### src/rtl/mult_div_unit.sv
// Iterative MIPS-style multiply/divide unit with HI/LO registers.
// One radix-2 step per cycle, then a single sign-fixup cycle before writing HI/LO.
module mult_div_unit #(
    parameter int WIDTH = 32,
    parameter int ITER  = 32
) (
    input  logic             clk,
    input  logic             reset,
    input  logic             start,
    input  logic [1:0]       op,
    input  logic [WIDTH-1:0] operandA,
    input  logic [WIDTH-1:0] operandB,
    input  logic             abort,
    input  logic             hiWrite,
    input  logic             loWrite,
    input  logic [WIDTH-1:0] writeData,
    output logic             busy,
    output logic             done,
    output logic [WIDTH-1:0] hi,
    output logic [WIDTH-1:0] lo
);

    localparam int            CW   = (ITER > 1) ? $clog2(ITER) : 1;
    localparam logic [CW-1:0] LAST = CW'(ITER - 1);

    typedef enum logic [1:0] {
        IDLE,
        CALC,
        FIX
    } state_t;

    state_t             state_q;
    logic               isDiv_q;
    logic               negRes_q;
    logic               negRem_q;
    logic               divZero_q;
    logic [WIDTH-1:0]   opnd_q;
    logic [2*WIDTH-1:0] prod_q;
    logic [2*WIDTH-1:0] prod_d;
    logic [CW-1:0]      count_q;
    logic               busy_q;
    logic               done_q;
    logic [WIDTH-1:0]   hi_q;
    logic [WIDTH-1:0]   lo_q;

    logic               isSigned;
    logic               signA;
    logic               signB;
    logic [WIDTH-1:0]   magA;
    logic [WIDTH-1:0]   magB;
    logic [WIDTH:0]     addSum;
    logic [WIDTH:0]     remShift;
    logic [WIDTH:0]     diff;
    logic [2*WIDTH-1:0] mulRes;
    logic [WIDTH-1:0]   quot;
    logic [WIDTH-1:0]   rem;
    logic [WIDTH-1:0]   quotFix;
    logic [WIDTH-1:0]   remFix;

    // Signed ops work on magnitudes; the sign flags are reapplied in FIX.
    assign isSigned = ~op[0];
    assign signA    = isSigned & operandA[WIDTH-1];
    assign signB    = isSigned & operandB[WIDTH-1];
    assign magA     = signA ? -operandA : operandA;
    assign magB     = signB ? -operandB : operandB;

    // prod_q holds {accumulator, multiplier} for multiply and {remainder, dividend/quotient} for divide.
    always_comb begin
        addSum   = {1'b0, prod_q[2*WIDTH-1:WIDTH]};
        remShift = {prod_q[2*WIDTH-1:WIDTH], prod_q[WIDTH-1]};
        diff     = remShift - {1'b0, opnd_q};
        prod_d   = prod_q;
        if (isDiv_q) begin
            if (diff[WIDTH]) begin
                prod_d = {remShift[WIDTH-1:0], prod_q[WIDTH-2:0], 1'b0};
            end else begin
                prod_d = {diff[WIDTH-1:0], prod_q[WIDTH-2:0], 1'b1};
            end
        end else begin
            if (prod_q[0]) begin
                addSum = {1'b0, prod_q[2*WIDTH-1:WIDTH]} + {1'b0, opnd_q};
            end
            prod_d = {addSum, prod_q[WIDTH-1:1]};
        end
    end

    // A zero divisor leaves an all-ones quotient, which must not be negated.
    assign mulRes  = negRes_q ? -prod_q : prod_q;
    assign quot    = prod_q[WIDTH-1:0];
    assign rem     = prod_q[2*WIDTH-1:WIDTH];
    assign quotFix = (negRes_q & ~divZero_q) ? -quot : quot;
    assign remFix  = negRem_q ? -rem : rem;

    always_ff @(posedge clk or posedge reset) begin
        if (reset) begin
            state_q   <= IDLE;
            isDiv_q   <= 1'b0;
            negRes_q  <= 1'b0;
            negRem_q  <= 1'b0;
            divZero_q <= 1'b0;
            opnd_q    <= '0;
            prod_q    <= '0;
            count_q   <= '0;
            busy_q    <= 1'b0;
            done_q    <= 1'b0;
            hi_q      <= '0;
            lo_q      <= '0;
        end else begin
            done_q <= 1'b0;
            case (state_q)
                IDLE: begin
                    if (hiWrite) hi_q <= writeData;
                    if (loWrite) lo_q <= writeData;
                    if (start && !abort) begin
                        isDiv_q   <= op[1];
                        negRes_q  <= signA ^ signB;
                        negRem_q  <= signA;
                        divZero_q <= (operandB == '0);
                        opnd_q    <= op[1] ? magB : magA;
                        prod_q    <= op[1] ? {{WIDTH{1'b0}}, magA} : {{WIDTH{1'b0}}, magB};
                        count_q   <= '0;
                        busy_q    <= 1'b1;
                        state_q   <= CALC;
                    end
                end
                CALC: begin
                    if (abort) begin
                        busy_q  <= 1'b0;
                        state_q <= IDLE;
                    end else begin
                        prod_q  <= prod_d;
                        count_q <= count_q + 1'b1;
                        if (count_q == LAST) state_q <= FIX;
                    end
                end
                FIX: begin
                    busy_q  <= 1'b0;
                    state_q <= IDLE;
                    if (!abort) begin
                        done_q <= 1'b1;
                        if (isDiv_q) begin
                            hi_q <= remFix;
                            lo_q <= quotFix;
                        end else begin
                            hi_q <= mulRes[2*WIDTH-1:WIDTH];
                            lo_q <= mulRes[WIDTH-1:0];
                        end
                    end
                end
                default: begin
                    busy_q  <= 1'b0;
                    state_q <= IDLE;
                end
            endcase
        end
    end

    assign busy = busy_q;
    assign done = done_q;
    assign hi   = hi_q;
    assign lo   = lo_q;

endmodule

### config.mk
export PLATFORM = sky130hd
export DESIGN_NAME = mult_div_unit
export DESIGN_NICKNAME = d
export VERILOG_FILES = /design/src/rtl/mult_div_unit.sv
export SDC_FILE = /design/constraint.sdc
export NUM_CORES = 1
export LEC_CHECK = 0
export CAP_MARGIN = 20
export CORE_ASPECT_RATIO = 0.75
export CORE_MARGIN = 2
export CORE_UTILIZATION = 50
export CTS_CLUSTER_DIAMETER = 40
export DETAILED_ROUTE_END_ITERATION = 16
export PLACE_DENSITY = 0.81
export SYNTH_ARGS = -nofsm -noshare
export SYNTH_HDL_FRONTEND = slang
export SYNTH_SLANG_ARGS = --single-unit
### constraint.sdc
create_clock -name clk -period 5.18 [get_ports clk]
set_input_delay 0.518 -clock clk [delete_from_list [all_inputs] [get_ports clk]]
set_output_delay 0.518 -clock clk [all_outputs]
set_load 0.01 [all_outputs]
==> results.py <==
metrics = {
    "synthesis": {
        "synthesis.nets": 2117,
        "ys_types": 87,
        "synth_flop_cell": "dfrtp_1",
        "ys_seq_area_share_pct": 28.6,
        "synth_area_mm2": 0.0151,
        "ys_seq_elements": 173,
        "synth-async-reset-ratio_pct": 100,
        "yosys.area.top_type": "dfrtp_1",
        "synth_edf_count": 0,
        "synth_most_common_cell": "a21oi_1",
        "yosysWarnings": 0,
        "netlist_top_cells_count": "a21oi_1 (209), nand2_1 (202), nor2_1 (199)",
        "avgSynthCellArea_um2": 7.80,
        "syn_inst": 1941,
        "ys_top_cells_by_area": "dfrtp_1 (29%), a21oi_1 (6.9%), ha_1 (5.8%)",
        "netlist.area_leader.share_pct": 28.6,
    },
    "cts": {
        "htree_levels": 4,
        "cts_tree": "done",
        "cts_resized": 0,
        "cts_buffers": 17,
        "cts_hold_buf": 0,
        "clk_pin_slew_worst_paths_ps": 80,
        "cts_root_buf": "clkbuf_16",
        "clk_latency_ps": 460,
        "post_cts.repair.setup_buffers": 0,
        "clock-sinks": 173,
        "ctsLongestPathBuffers": 2,
    },
    "finish": {
        "n_fill_cell": 2661,
        "area_growth_pct": 17.2,
        "drive_above_1_share_pct": 5.65,
        "nets": 2217,
        "n_antenna_cell": 0,
    },
    "detailed_routing": {
        "drt-wirelength-per-cell_um": 22.3,
        "drc_errors": 0,
        "avgViaCountPerCell": 6.46,
        "antenna_left": 0,
        "firstDrtPassIters": 8,
        "vias": 15800,
        "finalWirelength_mm": 54.6,
        "initialDrtViolationCount": 2161,
    },
    "sta": {
        "drv_slew": 0,
        "skew_ps": 13.8,
        "final.period_utilization_pct": 72.5,
        "clock.fmax_ghz": 0.266,
        "worst_slack_ps": 1420,
        "fin_setup_tns_ps": 0,
        "final_hold_viol_count": 0,
        "relSlewSlack_pct": 30.1,
        "finalSetupViolations": 0,
        "post-route-min-period_ps": 3760,
        "rsz0062_at_grt": "false",
        "worstMarginPinSlew_ps": 1050,
    },
    "critical_path": {
        "r2r-start": "prod_q[31]",
        "r2r_setup_slack_ps": 1420,
        "crit_type": "flop to flop",
        "start_kind": "flop",
        "cp-end-kind": "flop",
        "crit_fanout": 7,
        "critPathArrivalTime_ps": 4120,
        "rr_worst_depth": 12,
        "r2r-end": "prod_q[43]",
        "worstPathRequired_ps": 5540,
    },
    "place": {
        "portBuffers": 169,
        "dp_slack_ps": 1600,
        "finalWeightedCongestion": 1.06,
        "dpl.hpwl_mm": 41.8,
    },
    "floorplanning": {
        "die_h_um": 155,
        "die_area_mm2": 0.0317,
        "initial_core_util_pct": 50.5,
        "num_io_pins": 170,
        "fp-row-count": 55,
        "coreArea_mm2": 0.0300,
        "die_w_um": 205,
    },
    "grt": {
        "grt_use_total_pct": 34.1,
        "grt-ovfl-total": 0,
        "grt_max_degree": 174,
        "grt_pass1_wl_mm": 83.3,
        "grt_pass1_vias": 14400,
        "antenna_found_initial": 2,
    },
    "job": {
        "cap_violations": 0,
    },
    "power": {
        "power.density_mw_per_mm2": 448,
        "power_mw": 7.95,
        "p_leak_nw": 7.31,
        "vdd.ir_drop.worst_mv": 0.272,
    },
    "hold_path": {
        "worstHoldPathCells": 2,
        "whs_endpoint": "lo[6]",
        "hold_path.class": "flop to flop",
        "hp-start": "lo[6]",
    },
    "run_status": {
        "run_status": "completed",
    },
}
final cells by class:
class	count	area, um2	share of cell area [%]
Multi-Input combinational cell	1577	10100	57.0
Sequential cell	173	4330	24.4
Timing Repair Buffer	198	1930	10.9
Tap cell	399	499	2.81
Clock buffer	17	425	2.40
Inverter	74	282	1.59
Clock inverter	15	165	0.931
power by group:
part	leakage [nW]	internal, mW	switching [mW]
logic	4.91	1.76	2.67
registers	2.11	1.62	0.565
clock network	0.287	0.690	0.652
total	7.31	4.07	3.88
kinds of logic after synthesis:
group | count (synthesis) | synth area share [%]
mux | 58 | 3.88
fa+ha+maj | 72 | 6.05
xor+xnor | 171 | 9.99
simple gates | 624 | 19.5
buf+inv | 191 | 4.87
compound gates | 652 | 27.2
flops | 173 | 28.6
how the worst max path moves through the flow:
stage | slack (ps) | to | cells past startpoint | from
6_report | 1420 | prod_q[43] | 12 | prod_q[31]
5_1_grt | 1250 | prod_q[43] | 12 | prod_q[31]
4_1_cts | 1540 | prod_q[43] | 12 | prod_q[31]
3_5_place_dp | 1600 | prod_q[61] | 12 | prod_q[31]
3_3_place_gp | 1680 | prod_q[24] | 12 | operandB[0]
2_1_floorplan | 2270 | prod_q[60] | 10 | prod_q[40]
routing by layer:
layer | vias to the layer above | routed length (um) | part of all wire, % | global-route usage (%)
met3 | 132 | 8450 | 15 | 13.6
li1 | 7191 | - | - | -
met4 | 6 | 1620 | 3.0 | 9.04
met2 | 1074 | 21200 | 39 | 46.2
met5 | - | 60 | 0.11 | 1.09
met1 | 7442 | 23200 | 43 | 49.6
cells in the final DEF (no fill, tap or decap), types with 26 or more instances in the layout:
| master | instances |
|---|---|
| nor2_1 | 198 |
| dfrtp_1 | 172 |
| mux2i_1 | 52 |
| clkdlybuf4s50_1 | 168 |
| a21oi_1 | 208 |
| o31ai_1 | 39 |
| inv_1 | 72 |
| buf_4 | 27 |
| nand2_1 | 202 |
| ha_1 | 70 |
| o211ai_1 | 38 |
| nor3_1 | 42 |
| o21ai_0 | 158 |
| xor2_1 | 74 |
| xnor2_1 | 94 |
| nand3_1 | 27 |
| a21o_1 | 26 |
metrics by stage:
stage / hold slack (ps) / util [%] / instance area (um2) / std cells
3_5_place_dp: 466 / 57.1 / 17100 / 2419
6_report: 482 / 59.1 / 17700 / 2453
3_3_place_gp: 460 / 57.1 / 17100 / 2419
4_1_cts: 483 / 59.0 / 17700 / 2451
2_1_floorplan: 466 / - / 15100 / 1941
5_1_grt: 502 / 59.1 / 17700 / 2453
registers in the layout, summed over array words and instances, names as in the netlist, 2 cells and up:
name	flops
opnd_q	32
hi	32
prod_q	64
state_q	2
lo	32
count_q	5
critical path: stages, from the launching register on:
cell and delay, ps:
dfrtp_1 390, inv_1 110, ha_1 220, fa_1 400
nand2b_1 220, a21o_1 180, a21oi_1 270, o31ai_1 160
a21oi_1 330, xor2_1 700, buf_4 280, nand2_1 150
o211ai_1 260
(Power assumes the default switching activity.)
